**config.mk**
```make
export PLATFORM = sky130hd
export DESIGN_NAME = keystream_block_sched
export DESIGN_NICKNAME = d
export VERILOG_FILES = /design/src/rtl/keystream_block_sched.sv
export SDC_FILE = /design/constraint.sdc
export NUM_CORES = 1
export LEC_CHECK = 0
export CORE_UTILIZATION = 40
export CTS_CLUSTER_SIZE = 28
export DETAILED_ROUTE_END_ITERATION = 8
export SETUP_SLACK_MARGIN = 0.02
export SLEW_MARGIN = 25
export SYNTH_ARGS = -nofsm -noshare
export SYNTH_HDL_FRONTEND = slang
export SYNTH_SLANG_ARGS = --single-unit
```
**constraint.sdc**
```tcl
create_clock -name clk -period 7.1 [get_ports clk]
set_input_delay 1.775 -clock clk [delete_from_list [all_inputs] [get_ports clk]]
set_output_delay 1.775 -clock clk [all_outputs]
set_load 0.05 [all_outputs]
```
**src/rtl/keystream_block_sched.sv**
```systemverilog
// Keystream block scheduler: requests state-matrix blocks from the block core,
// streams each serialised 64-byte block into the keystream buffer, and requests drains.
module keystream_block_sched #(
  parameter int NUM_MATRICES    = 20,
  parameter int BYTES_PER_BLOCK = 64,
  parameter int CORE_TIMEOUT    = 1024
) (
  input  logic        clk,
  input  logic        rst,
  input  logic        start,
  input  logic        abort,
  input  logic [31:0] init_counter,
  input  logic [15:0] num_blocks,
  output logic        core_start,
  output logic [31:0] core_counter,
  input  logic        core_done,
  output logic [5:0]  byte_idx,
  output logic        byte_valid,
  input  logic        byte_ready,
  output logic        drain_req,
  input  logic        drain_ack,
  output logic        busy,
  output logic        done,
  output logic        wrap_err,
  output logic        timeout_err
);

  localparam int TW = $clog2(CORE_TIMEOUT);
  localparam logic [TW-1:0] TIMER_LAST = TW'(CORE_TIMEOUT - 1);
  localparam logic [7:0]    BUF_FULL   = 8'(NUM_MATRICES);
  localparam logic [5:0]    LAST_BYTE  = 6'(BYTES_PER_BLOCK - 1);

  typedef enum logic [2:0] {
    S_IDLE, S_REQ, S_WAIT_CORE, S_STREAM, S_DRAIN, S_FINISH
  } state_t;

  state_t        state_q, state_d;
  logic [31:0]   ctr_q, ctr_d;
  logic [15:0]   remaining_q, remaining_d;
  logic [7:0]    buf_blocks_q, buf_blocks_d;
  logic [TW-1:0] timer_q, timer_d;
  logic [5:0]    byte_idx_q, byte_idx_d;
  logic          wrap_err_q, wrap_err_d;
  logic          timeout_err_q, timeout_err_d;

  logic [15:0]   rem_new;
  logic [7:0]    buf_new;

  always_ff @(posedge clk) begin
    if (!rst) begin
      state_q       <= S_IDLE;
      ctr_q         <= '0;
      remaining_q   <= '0;
      buf_blocks_q  <= '0;
      timer_q       <= '0;
      byte_idx_q    <= '0;
      wrap_err_q    <= 1'b0;
      timeout_err_q <= 1'b0;
    end else begin
      state_q       <= state_d;
      ctr_q         <= ctr_d;
      remaining_q   <= remaining_d;
      buf_blocks_q  <= buf_blocks_d;
      timer_q       <= timer_d;
      byte_idx_q    <= byte_idx_d;
      wrap_err_q    <= wrap_err_d;
      timeout_err_q <= timeout_err_d;
    end
  end

  always_comb begin
    state_d       = state_q;
    ctr_d         = ctr_q;
    remaining_d   = remaining_q;
    buf_blocks_d  = buf_blocks_q;
    timer_d       = timer_q;
    byte_idx_d    = byte_idx_q;
    wrap_err_d    = wrap_err_q;
    timeout_err_d = timeout_err_q;
    rem_new       = (remaining_q == 16'd0) ? 16'd0 : remaining_q - 16'd1;
    buf_new       = (buf_blocks_q == 8'hFF) ? buf_blocks_q : buf_blocks_q + 8'd1;

    unique case (state_q)
      S_IDLE: begin
        if (start) begin
          ctr_d         = init_counter;
          remaining_d   = num_blocks;
          buf_blocks_d  = '0;
          wrap_err_d    = 1'b0;
          timeout_err_d = 1'b0;
          state_d       = (num_blocks == 16'd0) ? S_FINISH : S_REQ;
        end
      end
      S_REQ: begin
        timer_d = '0;
        state_d = S_WAIT_CORE;
      end
      S_WAIT_CORE: begin
        if (core_done) begin
          byte_idx_d = '0;
          state_d    = S_STREAM;
        end else if (timer_q == TIMER_LAST) begin
          timeout_err_d = 1'b1;
          state_d       = S_IDLE;
        end else begin
          timer_d = timer_q + 1'b1;
        end
      end
      S_STREAM: begin
        if (byte_ready) begin
          if (byte_idx_q == LAST_BYTE) begin
            byte_idx_d   = '0;
            remaining_d  = rem_new;
            buf_blocks_d = buf_new;
            // The final block of a job never advances the counter, so only
            // a mid-job all-ones counter is a wrap.
            if (rem_new != 16'd0 && ctr_q == 32'hFFFF_FFFF) begin
              wrap_err_d = 1'b1;
              state_d    = S_IDLE;
            end else begin
              if (rem_new != 16'd0) ctr_d = ctr_q + 32'd1;
              if (buf_new == BUF_FULL)    state_d = S_DRAIN;
              else if (rem_new == 16'd0)  state_d = S_FINISH;
              else                        state_d = S_REQ;
            end
          end else begin
            byte_idx_d = byte_idx_q + 6'd1;
          end
        end
      end
      S_DRAIN: begin
        if (drain_ack) begin
          buf_blocks_d = '0;
          state_d      = (remaining_q == 16'd0) ? S_FINISH : S_REQ;
        end
      end
      S_FINISH: begin
        state_d = (buf_blocks_q != 8'd0) ? S_DRAIN : S_IDLE;
      end
      default: state_d = S_IDLE;
    endcase

    // Abort freezes all bookkeeping, including error flags, and only moves the FSM home.
    if (abort) begin
      state_d       = S_IDLE;
      ctr_d         = ctr_q;
      remaining_d   = remaining_q;
      buf_blocks_d  = buf_blocks_q;
      timer_d       = timer_q;
      byte_idx_d    = byte_idx_q;
      wrap_err_d    = wrap_err_q;
      timeout_err_d = timeout_err_q;
    end
  end

  assign busy         = (state_q != S_IDLE);
  assign core_start   = (state_q == S_REQ);
  assign core_counter = (state_q == S_REQ || state_q == S_WAIT_CORE) ? ctr_q : 32'd0;
  assign byte_valid   = (state_q == S_STREAM);
  assign byte_idx     = (state_q == S_STREAM) ? byte_idx_q : 6'd0;
  assign drain_req    = (state_q == S_DRAIN);
  assign done         = (state_q == S_FINISH) && (buf_blocks_q == 8'd0);
  assign wrap_err     = wrap_err_q;
  assign timeout_err  = timeout_err_q;

endmodule
```
Yosys cells after proc, flatten, opt, wreduce, memory -nomap -nowiden --
Cells that the tools add are included.
Cells by class: add/subtract/negate cells 5, equality and inequality tests 22, mux-type cells 47, bitwise operators 2, reduce and logical (&&, ||, !) cells 25
Operators with widths (number):
- 32-bit two-way mux | 6
- 16-bit two-way mux | 4
- 32-bit case mux with 2 select lines | 1
- 16-bit logical NOT | 3
- 8-bit two-way mux | 5
- 3-bit two-way mux | 12
- 32-bit by 1-bit adder with 32-bit output, second input constant | 1
- 32-bit equality test, second input constant | 1
- 16-bit case mux with 2 select lines | 1
- 6-bit two-way mux | 4
- 8-bit case mux with 3 select lines | 1
- 10-bit two-way mux | 2
- 10-bit case mux with 2 select lines | 1
- 3-bit case mux with 6 select lines | 1
- 16-bit nonzero test | 1
- 16-bit by 1-bit subtractor with 16-bit output, second input constant | 1
- 5-bit AND reduction | 3
- 2-bit inequality test, second input constant | 6
- 6-bit case mux with 2 select lines | 1
- 6-bit AND reduction | 2
- 10-bit by 1-bit adder with 10-bit output, second input constant | 1
- 10-bit equality test, second input constant | 1
- 2-bit by 1-bit inequality test with 1-bit output, second input constant | 5
- 8-bit by 1-bit adder with 8-bit output, second input constant | 1
- 21 further kinds | 36
Word-level totals: bits in registers 77, input port bits 55

Longest topological paths before layout --
Gate-level depths: netlist of the first run.
word-level depth 9, mapped depth 10, mapped depth without buffers 8

Least setup slack after synthesis of the first run --
OpenSTA, ideal clock, no wires.
path type flip-flop to output port, start register state_q[2], end output byte_idx[0], arrival 2.186 ns, required time 5.325 ns, setup slack 3.139 ns, cell stages (with the launch flop) 7, buffers on the path 3, cell sequence dfxtp_1 > nand3b_1 > clkbuf_1 > clkinv_1 > clkbuf_1 > clkbuf_1 > and2_1
Between the ends: cells in the longest elaborated chain, start to end 2
Ends and longest elaborated chain:
- start: declaration | RTL line 37 | state_t state_q, state_d;
- start signal: assignment | RTL line 60 | state_q <= state_d;
- 3-bit by 2-bit equality test with 1-bit output
- net byte_valid | RTL line 18 | output logic byte_valid,
- 6-bit two-way mux | RTL line 160 | assign byte_idx = (state_q == S_STREAM) ? byte_idx_q : 6'd0;
- end: declaration | RTL line 17 | output logic [5:0] byte_idx,
The timed path passes the listed nets, and every way through them passes these cells.

Worst setup path in the final report of the first run --
start register state_q[2], end output byte_valid
Between the ends: cells in the longest elaborated chain, start to end 1
Ends and longest elaborated chain:
- 3-bit by 2-bit equality test with 1-bit output | RTL line 159 | assign byte_valid = (state_q == S_STREAM);
- end: declaration | RTL line 18
No other way between the ends.

==> flow_metrics.env, run 1 <==
export IMPL_grt_pass1_wl_um=27800
export IMPL_tns_ps=0
export IMPL_holdPathEnd="wrap_err"
export IMPL_ys_flop_type="dfxtp_1"
export IMPL_post_cts_resize_count=0
export IMPL_ys_ff_latch=77
export IMPL_io_pins=100
export IMPL_max_slew_margin_pct=35.7
export IMPL_skew_ps=8.09
export IMPL_avgRoutedWirePerCell_um=17.9
export IMPL_powerDensity_nw_per_um2=176
export IMPL_synth_seq_area_share_pct=29.0
export IMPL_postRouteAntennaNets=0
export IMPL_rsz0062_at_grt="no"
export IMPL_grt_use_total_pct=24.8
export IMPL_num_rows=41
export IMPL_dp_hpwl_um=12000
export IMPL_first_global_vias=5432
export IMPL_hold_buffers=0
export IMPL_r2r_slack_ps=3690
export IMPL_p_seq_share_pct=40.6
export IMPL_die_w_um=117
export IMPL_drc=0
export IMPL_clk_path_buf_depth=2
export IMPL_r2r_cells=8
export IMPL_insertedDiodeCount=0
export IMPL_coreArea_um2=12800
export IMPL_regToRegStartpoint="state_q[0]"
export IMPL_htree_levels=3
export IMPL_drt_initial_drc_count=609
export IMPL_viasPerCell=6.18
export IMPL_p_clk_share_pct=41.2
export IMPL_synth_area_leaders="dfxtp_1, a21oi_1, nor2_1"
export IMPL_min_period_ps=4650
export IMPL_area_growth_pct=24.9
export IMPL_die_area_um2=13800
export IMPL_reg2reg_to="ctr_q[1]"
export IMPL_die_height_um=117
export IMPL_synth_nets=783
export IMPL_max_cap_viol_count=0
export IMPL_cts_tree="done"
export IMPL_cp_end_kind="output pin"
export IMPL_vdd_drop_max_v=0.000120
export IMPL_netlist_instances=722
export IMPL_swShare_pct=29.8
export IMPL_p_int_uw=820
export IMPL_final_nets=847
export IMPL_pwr_share_comb_pct=18.1
export IMPL_leakagePower_nw=2.24
export IMPL_dr_total_vias=5948
export IMPL_outcome="finished, final reports clean"
export IMPL_hold_depth=2
export IMPL_fin_util_pct=52.0
export IMPL_cts_num_sinks=77
export IMPL_synth_edf_count=0
export IMPL_fin_crit_sh_pct=65.5
export IMPL_drv_slew=0
export IMPL_worstSetupStartpointType="register"
export IMPL_regArea_um2=1540
export IMPL_grt_max_degree=73
export IMPL_yosys_warnings=0
export IMPL_root_buffer="clkbuf_16"
export IMPL_hold_path_class="reg2reg"
export IMPL_cts_buffers=9
export IMPL_syn_area_um2=5320
export IMPL_start_util_pct=41.6
export IMPL_fmax_mhz=215
export IMPL_crit_fanout=25
export IMPL_async_reset_ff_share_pct=0
export IMPL_synth_top_cell_by_area="dfxtp_1"
export IMPL_cts_clk_slew_worst_paths_ps=70
export IMPL_multi_input_area_um2=3470
export IMPL_worstMarginPinSlew_ps=956
export IMPL_yosysMostFrequentCell="nor2_1"
export IMPL_synth_top_area_share_pct=29.0
export IMPL_synth_area_per_cell_um2=7.37
export IMPL_drt_pass1_iter_count=5
export IMPL_clkLatencyLatePin_ps=350
export IMPL_hp_start="wrap_err"
export IMPL_fillers=1251
export IMPL_wirelength_um=17300
export IMPL_antenna_found_initial=0
export IMPL_critical_path_class="reg2out"
export IMPL_io_buffers=99
export IMPL_power_switching_uw=348
export IMPL_whs_ps=460
export IMPL_gp_congestion=0.924
export IMPL_setup_violations=0
export IMPL_worstPathRequired_ps=5330
export IMPL_drive_gt1_share_pct=6.32
export IMPL_grt_overflow_total=0
export IMPL_cts_setup_buffers=0
export IMPL_ys_top_cells_by_count="nor2_1, dfxtp_1, nand2_1"
export IMPL_hold_violations=0
export IMPL_synth_cell_types=73
export IMPL_cp_arrival_ps=2880
==> layout by cell type (no fill, tap or decap), types with 4 or more instances in the layout <==
master	netlist	layout
nor4b_1	7	7
or3_1	7	7
a211oi_1	6	6
and4_1	5	5
nor2b_1	4	4
dfxtp_1	77	77
nor4_1	22	22
clkbuf_16	0	9
clkdlybuf4s50_1	0	99
ha_1	6	6
a22oi_1	17	17
nor3_1	25	25
a31oi_1	24	24
xnor2_1	12	12
a32oi_1	4	4
or4_1	4	4
o21ai_0	28	28
and2_1	37	37
o32ai_1	13	13
nor2_1	85	85
and3_1	12	12
clkinvlp_4	0	4
buf_4	3	8
inv_1	17	17
a221oi_1	5	5
xor2_1	4	4
nand3_1	24	24
o221a_1	4	4
a21oi_1	66	66
nand2_1	68	68
nand3b_1	7	7
o221a_2	5	5
nand4_1	11	11
o22ai_1	4	4
==> routing by layer <==
metal / wire length [um] / GRT usage (%) / part of all wire, %
met5: 0 / 0 / 0
met3: 1190 / 4.67 / 6.9
met2: 7820 / 38.5 / 45
met4: 437 / 11.1 / 2.5
met1: 7840 / 33.2 / 45
==> state kept, by name (all words and copies together) (netlist names) <==
name,count
ctr_q,32
remaining_q,16
timer_q,10
buf_blocks_q,8
byte_idx_q,6
state_q,3
timeout_err,1
wrap_err,1
==> layout make-up <==
class	count	area share (%)
multi-input combinational	573	52.2
sequential	77	23.2
timing repair buffer	107	15.8
clock buffer	11	3.65
tap	172	3.24
inverter	18	1.02
clock inverter	5	0.904
==> stage by stage <==
| step | std cells | area [um^2] | setup slack [ps] | power (mW) |
|---|---|---|---|---|
| 2_1_floorplan | 722 | 5320 | 3140 | 0.614 |
| 3_3_place_gp | 947 | 6340 | 2530 | 0.691 |
| 3_5_place_dp | 947 | 6340 | 2380 | 0.694 |
| 4_1_cts | 963 | 6650 | 2440 | 1.18 |
| 5_1_grt | 963 | 6650 | 2300 | 1.21 |
| 6_report | 963 | 6650 | 2450 | 1.17 |
==> power by group through the flow <==
stage          clock (mW)  sequential, mW  combinational (mW)
2_1_floorplan           0           0.474               0.140
3_3_place_gp            0           0.483               0.209
3_5_place_dp            0           0.483               0.210
4_1_cts             0.490           0.474               0.211
5_1_grt             0.506           0.477               0.231
6_report            0.482           0.475               0.212
==> how the worst max path moves through the flow <==
stage	start	cells past startpoint	slack, ps	endpoint
after floorplan	state_q[2]	6	3140	byte_idx[0]
after global placement	abort	8	2530	ctr_q[1]
after detailed placement	abort	8	2380	ctr_q[1]
after CTS	state_q[2]	4	2440	byte_valid
after global routing	state_q[2]	4	2300	byte_valid
final	state_q[2]	4	2450	byte_valid
==> logic make-up (layout without fill, tap and decap cells) <==
logic type	count (synthesis)	count (layout)	share of synthesized area [%]
compound gates	208	208	26.9
xor+xnor	16	16	2.63
fa+ha+maj	6	6	1.41
buf+inv	72	141	5.95
flops	77	77	29.0
mux	2	2	0.423
simple gates	341	341	33.7
==> critical path: stages (launching register included) <==
cell and delay [ps]:
dfxtp_1 620, nand3b_1 200, clkinv_1 520, buf_4 450, clkdlybuf4s50_1 730
Note: power is estimated with default switching activity, not from simulation.
==> run 2: changes to the inputs <==
- PLACE_DENSITY: default -> 0.66
- clock period: 7.1 -> 3.78 ns (I/O delays scaled with it)
==> run 2 against run 1 <==
Final area rose by 5.3%. Sequential share of layout area shrank 1.2 points. Non-clock buffer count rose by 8. Highest routed layer unchanged.
==> flow_metrics.env, run 2 (synthesis results as in run 1) <==
export IMPL_hold_violations=0
export IMPL_outcome="finished, final reports clean"
export IMPL_vdd_drop_max_v=0.000163
export IMPL_rsz0062_at_grt="no"
export IMPL_post_cts_resize_count=0
export IMPL_setup_ws_ps=478
export IMPL_cp_end_kind="output pin"
export IMPL_postRouteAntennaNets=0
export IMPL_start_util_pct=41.6
export IMPL_r2r_slack_ps=590
export IMPL_whs_ps=489
export IMPL_power_switching_uw=636
export IMPL_met2_usage_pct=40.9
export IMPL_io_buffers=99
export IMPL_viasPerCell=6.08
export IMPL_p_seq_share_pct=39.9
export IMPL_reg_largest_list="ctr_q x32, remaining_q x16, timer_q x10"
export IMPL_grt_pass1_wl_um=27700
export IMPL_drv_slew=0
export IMPL_grt_overflow_total=0
export IMPL_gp_congestion=0.916
export IMPL_cp_arrival_ps=2360
export IMPL_tns_ps=0
export IMPL_htree_levels=3
export IMPL_top_usage_layer="met2"
export IMPL_pwr_share_comb_pct=18.6
export IMPL_fin_util_pct=54.8
export IMPL_instances_no_fill=971
export IMPL_largest_reg_flops=32
export IMPL_clkLatencyLatePin_ps=350
export IMPL_io_pins=100
export IMPL_crit_fanout=14
export IMPL_hold_buffers=0
export IMPL_grt_max_degree=52
export IMPL_drive_gt1_share_pct=11.4
export IMPL_first_global_vias=5589
export IMPL_holdPathEnd="wrap_err"
export IMPL_cts_clk_slew_worst_paths_ps=60
export IMPL_hold_depth=2
export IMPL_hold_path_class="reg2reg"
export IMPL_wirelength_um=16900
export IMPL_drt_initial_drc_count=574
export IMPL_worstMarginPinSlew_ps=772
export IMPL_max_slew_margin_pct=48.4
export IMPL_root_buffer="clkbuf_16"
export IMPL_grtUsageMet1_pct=31.4
export IMPL_fmax_mhz=303
export IMPL_p_total_mw=2.24
export IMPL_dp_cells=955
export IMPL_insertedDiodeCount=0
export IMPL_grt_use_total_pct=24.5
export IMPL_place_area_um2=6690
export IMPL_final_cell_mix="nor2_1, dfxtp_1, nand2_1, a21oi_1, clkdlybuf4s50_1"
export IMPL_skew_ps=7.89
export IMPL_dr_total_vias=5903
export IMPL_min_period_ps=3300
export IMPL_drt_pass1_iter_count=5
export IMPL_fillers=1173
export IMPL_num_rows=41
export IMPL_p_int_mw=1.60
export IMPL_fin_crit_sh_pct=87.4
export IMPL_dp_hpwl_um=12000
export IMPL_clk_path_buf_depth=2
export IMPL_cts_num_sinks=77
export IMPL_swShare_pct=28.4
export IMPL_die_area_um2=13800
export IMPL_cts_tree="done"
export IMPL_die_height_um=117
export IMPL_max_cap_viol_count=0
export IMPL_reg2reg_to="ctr_q[11]"
export IMPL_top_register="ctr_q"
export IMPL_area_growth_pct=31.5
export IMPL_avgRoutedWirePerCell_um=17.4
export IMPL_powerDensity_nw_per_um2=320
export IMPL_setup_violations=0
export IMPL_worstSetupStartpointType="register"
export IMPL_r2r_cells=8
export IMPL_regToRegStartpoint="ctr_q[0]"
export IMPL_die_w_um=117
export IMPL_drc=0
export IMPL_cts_setup_buffers=0
export IMPL_layout_commonest_cell="nor2_1"
export IMPL_antenna_found_initial=0
export IMPL_design_area_um2=6990
export IMPL_final_nets=855
export IMPL_use_met3_pct=3.31
export IMPL_p_clk_share_pct=41.5
export IMPL_worstPathRequired_ps=2830
export IMPL_hp_start="wrap_err"
export IMPL_place_ws_ps=540
export IMPL_leakagePower_nw=2.45
export IMPL_cts_buffers=9
export IMPL_critical_path_class="reg2out"
export IMPL_coreArea_um2=12800
-- run 2: layout make-up --
class | instances | area [um^2] | share of cell area (%)
Tap cell | 172 | 215 | 3.08
Clock buffer | 12 | 236 | 3.38
Clock inverter | 4 | 72.6 | 1.04
Timing Repair Buffer | 115 | 1390 | 19.9
Multi-Input combinational cell | 573 | 3470 | 49.6
Sequential cell | 77 | 1540 | 22.0
Inverter | 18 | 67.6 | 0.966
-- run 2: how the worst max path moves through the flow --
stage / slack, ps / startpoint / endpoint
6_report: 480 / state_q[0] / core_counter[18]
5_1_grt: 370 / state_q[0] / core_counter[18]
4_1_cts: 490 / state_q[0] / core_counter[18]
3_5_place_dp: 540 / abort / ctr_q[20]
3_3_place_gp: 440 / remaining_q[0] / ctr_q[25]
2_1_floorplan: 650 / state_q[2] / byte_idx[0]
-- run 2: worst max-delay path: stages, from the launching register on --
cell	delay [ps]
dfxtp_1	580
xnor2_1	260
nor3_1	310
clkdlybuf4s50_1	860
-- run 2: power by group through the flow --
stage	Clock [mW]	Combinational (mW)	Sequential [mW]
global placement	0	0.407	0.906
CTS	0.942	0.414	0.890
finish	0.931	0.417	0.893
global route	0.974	0.453	0.898
detailed placement	0	0.412	0.908
floorplan	0	0.263	0.891
-- run 2: per-layer routing --
metal  up-vias  wire, um
met3        25      1070
met5         -         0
met1      2782      7540
li1       2839         -
met4         0       294
met2       257      8020
==> variant 1: new RTL, config.mk and constraints of run 1 <==
Set the parameter `CORE_TIMEOUT` to 2048 (it was 1024).
--- a/src/rtl/keystream_block_sched.sv
+++ b/src/rtl/keystream_block_sched.sv
@@ -3,7 +3,7 @@
 module keystream_block_sched #(
   parameter int NUM_MATRICES    = 20,
   parameter int BYTES_PER_BLOCK = 64,
-  parameter int CORE_TIMEOUT    = 1024
+  parameter int CORE_TIMEOUT    = 2048
 ) (
   input  logic        clk,
   input  logic        rst,
Formal check against the unedited RTL: no difference found for any inputs over 10 cycles, from zero or initial values and one cycle with rst low; that may be too few to reach the edited logic, so the function may still have changed.
==> variant 1 against run 1 <==
- wire length fell by 12%
- combinational power fell by 5%
- cell count fell by 0.83%
- worst setup slack got worse by 0.064 ns
- critical path depth rose by 1
- power fell by 1.7%
- area after synthesis fell by 1.9%
- highest routed layer unchanged
- global-route usage fell by 1.9 points
- register-to-register slack got worse by 0.33 ns
- cell area fell by 1.4%
- sequential share of layout area rose by 0.64 points
- sequential cell count rose by 1
==> variant 1: results (changes against run 1) <==
Status -> complete, no violations (unchanged)
Half-perimeter wire length after placement -> 10500 um (was 12000 um)
Post-synth EDFFs -> 0 (unchanged)
Hold endpoint -> timeout_err (was wrap_err)
Unique masters post-synth -> 74 (was 73)
Top flop regs -> ctr_q (32), remaining_q (16), timer_q (11) (was ctr_q (32), remaining_q (16), timer_q (10))
Vias in the first global route -> 4850 (was 5432)
Fraction of layout cells with a size suffix above 1 -> 0.0651 (was 0.0632)
Critical path peak fanout -> 55 (was 25)
DR WL/cell -> 16.0 um (was 17.9 um)
Syn_nets -> 770 (was 783)
Initial antenna violation count -> 0 (unchanged)
Worst IR Drop VDD -> 107 uV (was 120 uV)
Hold Crit Start -> timeout_err (was wrap_err)
Hold WC Path Type -> reg2reg (unchanged)
Inst Count DP -> 940 (was 947)
R2R Path End -> ctr_q[0] (was ctr_q[1])
Largest net degree at the start of global routing -> 64 (was 73)
Largest cells by area after synthesis -> dfxtp_1 (30%), a21oi_1 (6.3%), nor2_1 (6.0%) (was dfxtp_1 (29%), a21oi_1 (6.2%), nor2_1 (6.0%))
Routability congestion estimate -> 0.843 (was 0.924)
Post-Synthesis Cells -> 709 (was 722)
Clk_skew -> 0.00456 ns (was 0.00809 ns)
Nets@finish -> 840 (was 847)
Gr usage total -> 0.229 (was 0.248)
R2R Setup Slk -> 3.36 ns (was 3.69 ns)
Wire length of the first global-routing pass -> 24300 um (was 27800 um)
Register area share after synthesis -> 0.299 (was 0.290)
Lkg Pwr -> 2.24 nW (about the same)
Via-to-Cell Ratio -> 5.67 (was 6.18)
Post-DP Area -> 6260 um^2 (was 6340 um^2)
Sw frac -> 0.282 (was 0.298)
Crit path DAT -> 2.94 ns (was 2.88 ns)
Final wirelength -> 15200 um (was 17300 um)
Synth top cells by count -> nor2_1 (83), dfxtp_1 (78), nand2_1 (69) (was nor2_1 (85), dfxtp_1 (77), nand2_1 (68))
Hold_ws -> 0.475 ns (was 0.460 ns)
Fillers -> 1273 (was 1251)
RR Startpoint -> state_q[1] (was state_q[0])
R2r worst-path depth -> 9 (was 8)
Iteration-0 DRC Markers -> 406 (was 609)
Worst-Margin Slew -> 0.921 ns (was 0.956 ns)
variant 1: power groups by stage:
stage	sequential [mW]	clock (mW)	combinational (mW)
2_1_floorplan	0.479	0	0.138
3_3_place_gp	0.490	0	0.198
3_5_place_dp	0.490	0	0.200
4_1_cts	0.481	0.476	0.201
5_1_grt	0.484	0.494	0.217
6_report	0.481	0.466	0.201
variant 1: metal layers:
layer,GRT usage,vias to the layer above,wire (um)
met5,0,-,0
met4,0.0838,0,222
met3,0.0436,16,830
met2,0.361,166,7070
met1,0.312,2512,7120
li1,-,2721,-
variant 1: per-stage QoR:
step / power (mW) / worst slack [ns]
CTS: 1.16 / 2.34
global route: 1.20 / 2.20
global placement: 0.688 / 2.58
finish: 1.15 / 2.39
floorplan: 0.618 / 3.09
detailed placement: 0.690 / 2.55
variant 1: cells by family (layout without fill, tap and decap cells):
| logic type | after synthesis | count (layout) | synth area share |
|---|---|---|---|
| buf+inv | 59 | 133 | 0.0494 |
| fa+ha+maj | 6 | 6 | 0.0144 |
| xor+xnor | 17 | 17 | 0.0285 |
| mux | 2 | 2 | 0.00647 |
| compound gates | 202 | 202 | 0.256 |
| simple gates | 345 | 345 | 0.346 |
| flops | 78 | 78 | 0.299 |
variant 1: worst max path at each step:
stage | start | to | slack (ns) | cells past startpoint
6_report | state_q[1] | byte_idx[3] | 2.39 | 5
5_1_grt | state_q[1] | byte_idx[2] | 2.20 | 5
4_1_cts | state_q[1] | core_counter[30] | 2.34 | 7
3_5_place_dp | abort | ctr_q[0] | 2.55 | 6
3_3_place_gp | abort | ctr_q[0] | 2.58 | 6
2_1_floorplan | state_q[1] | byte_idx[0] | 3.09 | 7
variant 1: area by class of cell:
cell class                      instances  area (um^2)  area share
Inverter                               14         53.8     0.00821
Clock buffer                           11          243      0.0371
Timing Repair Buffer                  104         1030       0.157
Multi-Input combinational cell        572         3400       0.519
Tap cell                              172          215      0.0329
Clock inverter                          4         47.5     0.00726
Sequential cell                        78         1560       0.238
variant 1: worst max-delay path, cell delays in order (launching register included):
cell	delay (ns)
dfxtp_1	0.59
nand2_1	0.12
or2_2	0.32
clkinv_2	0.52
and2_1	0.22
clkdlybuf4s50_1	0.80
==> variant 2: new RTL, settings of run 1 <==
Without the edit above. The 6 states of `state_t` get a one-hot encoding in 6 bits.
--- a/src/rtl/keystream_block_sched.sv
+++ b/src/rtl/keystream_block_sched.sv
@@ -30,8 +30,8 @@
   localparam logic [7:0]    BUF_FULL   = 8'(NUM_MATRICES);
   localparam logic [5:0]    LAST_BYTE  = 6'(BYTES_PER_BLOCK - 1);
 
-  typedef enum logic [2:0] {
-    S_IDLE, S_REQ, S_WAIT_CORE, S_STREAM, S_DRAIN, S_FINISH
+  typedef enum logic [5:0] {
+    S_IDLE = 6'b000001, S_REQ = 6'b000010, S_WAIT_CORE = 6'b000100, S_STREAM = 6'b001000, S_DRAIN = 6'b010000, S_FINISH = 6'b100000
   } state_t;
 
   state_t        state_q, state_d;
Function: no difference found for any inputs over 10 cycles, from zero or initial values and one cycle with rst low; not proved beyond that.
==> variant 2 against run 1 <==
- via count is 1.5% higher
- wire length up 2.5%
- core utilization shrank 0.46 points
- count of clock-buffer cells in the layout down 2
- sequential power rose by 6.5%
- critical path depth increased by 2
- largest cell class unchanged
- sequential cell count rose by 3
- cell area is 3.6% higher
- area after synthesis is 3.6% higher
- worst setup slack worse by 0.12 ns
- power grew 9.4%
- die area increased by 3.5%
- highest routed layer unchanged
==> variant 2: results (changes against run 1) <==
Worst IR Drop VDD -> 114 uV (was 120 uV)
Pre-Repair DR Iteration Count -> 7 (was 5)
Half-perimeter wire length after placement -> 12100 um (was 12000 um)
Post-CTS Setup Repair Bufs -> 0 (unchanged)
Hold WC Path Type -> reg2reg (unchanged)
Synthesis warning total -> 0 (unchanged)
Via-to-Cell Ratio -> 6.18 (about the same)
Post-cts resize count -> 0 (unchanged)
Inst Count DP -> 960 (was 947)
Clk_skew -> 0.00446 ns (was 0.00809 ns)
Unique masters post-synth -> 81 (was 73)
Critical path's largest stage delay -> 0.82 ns (was 0.73 ns)
Iteration-0 DRC Markers -> 466 (was 609)
Clock Path Buffers -> 2 (unchanged)
Top flop regs -> ctr_q (32), remaining_q (16), timer_q (10) (unchanged)
Nets@finish -> 856 (was 847)
Wire length of the first global-routing pass -> 28700 um (was 27800 um)
R2r worst-path depth -> 7 (was 8)
Syn_nets -> 789 (was 783)
Share of synthesized registers carrying an async set or reset -> 0 (unchanged)
Cts bufs inserted -> 9 (unchanged)
Clk slew on worst S/H paths -> 0.07 ns (about the same)
Delay-heaviest family, CP -> simple AND/OR/NAND/NOR gates (was buffers and inverters)
Post-Synthesis Cells -> 728 (was 722)
Fraction of layout cells with a size suffix above 1 -> 0.0625 (was 0.0632)
Register area share after synthesis -> 0.291 (was 0.290)
Ys flop type -> dfxtp_1 (unchanged)
Crit path max-delay cell type -> clkdlybuf4s50_1 (unchanged)
Lkg Pwr -> 2.33 nW (was 2.24 nW)
Routability congestion estimate -> 0.929 (was 0.924)
Vias in the first global route -> 5682 (was 5432)
Synth top cells by count -> dfxtp_1 (80), nor2_1 (74), nand2_1 (52) (was nor2_1 (85), dfxtp_1 (77), nand2_1 (68))
R2R Setup Slk -> 3.49 ns (was 3.69 ns)
Final non-filler cell total -> 976 (was 963)
Max Fclk -> 210 MHz (was 215 MHz)
Clk Latency, worst-skew pair -> 0.35 ns (about the same)
Crit path DAT -> 2.99 ns (was 2.88 ns)
Status -> complete, no violations (unchanged)
Internal -> 0.888 mW (was 0.820 mW)
Final wirelength -> 17700 um (was 17300 um)
Largest cells by area after synthesis -> dfxtp_1 (29%), nor2_1 (5.0%), o21ai_0 (4.4%) (was dfxtp_1 (29%), a21oi_1 (6.2%), nor2_1 (6.0%))
Root Driver -> clkbuf_16 (unchanged)
Gr usage total -> 0.251 (was 0.248)
Critical path peak fanout -> 32 (was 25)
Worst slew margin relative to its limit -> 0.339 (was 0.357)
Largest net degree at the start of global routing -> 57 (was 73)
-- variant 2: cell types whose count changed after synthesis, sizes merged, moves of 10 or more --
cell / delta
a21oi: -30
a311oi: +20
a31oi: -12
and2: -21
and3: +10
nand2: -17
nor2b: +27
o21ai: +20
o32ai: -13
-- variant 2: metal layers --
metal  wire length [um]  global-route usage  up-vias
met4                404               0.109        0
met3               1140              0.0354       32
met2               8110               0.406      245
met1               8070               0.332     2873
met5                  0                   0        -
li1                   -                   -     2886
-- variant 2: kinds of logic after synthesis --
| logic type | Yosys count | share of synthesized area |
|---|---|---|
| muxes | 3 | 0.00545 |
| AOI/OAI and AO/OA | 204 | 0.254 |
| DFF | 80 | 0.291 |
| xor gates and xnor gates | 13 | 0.0207 |
| adders and majority gates | 6 | 0.0136 |
| buffers and inverters | 69 | 0.0561 |
| and+or+nand+nor | 353 | 0.360 |
-- variant 2: metrics by stage --
stage | power (mW) | setup slack [ns] | instance area (um^2) | hold slack [ns]
final | 1.28 | 2.33 | 6880 | 0.518
after global routing | 1.33 | 2.17 | 6880 | 0.548
after CTS | 1.28 | 2.32 | 6880 | 0.512
after detailed placement | 0.763 | 2.31 | 6550 | 0.503
after global placement | 0.759 | 2.36 | 6550 | 0.493
after floorplan | 0.682 | 1.89 | 5510 | 0.458
-- variant 2: final cells by class --
class                           count  area, um^2
Fill cell                        1334        6460
Multi-Input combinational cell    579        3610
Sequential cell                    80        1600
Timing Repair Buffer              104        1030
Clock buffer                        9         225
Tap cell                          176         220
Clock inverter                      7         104
Inverter                           21        91.3
-- variant 2: worst paths after layout --
check,start,endpoint
max reg2reg,state_q[4],ctr_q[27]
min reg2reg,timer_q[9],timer_q[9]
min,timer_q[9],timer_q[9]
max,state_q[5],core_counter[29]
-- variant 2: power groups by stage --
stage	logic (mW)	clock network, mW	registers, mW
global placement	0.245	0	0.514
global route	0.276	0.547	0.510
finish	0.253	0.519	0.506
detailed placement	0.248	0	0.515
CTS	0.250	0.529	0.504
floorplan	0.180	0	0.502
-- variant 2: tightest hold or removal path, stage by stage, from the launching register on --
cell,delay [ns]
dfxtp_1,0.34
xor2_1,0.07
nor2_1,0.07
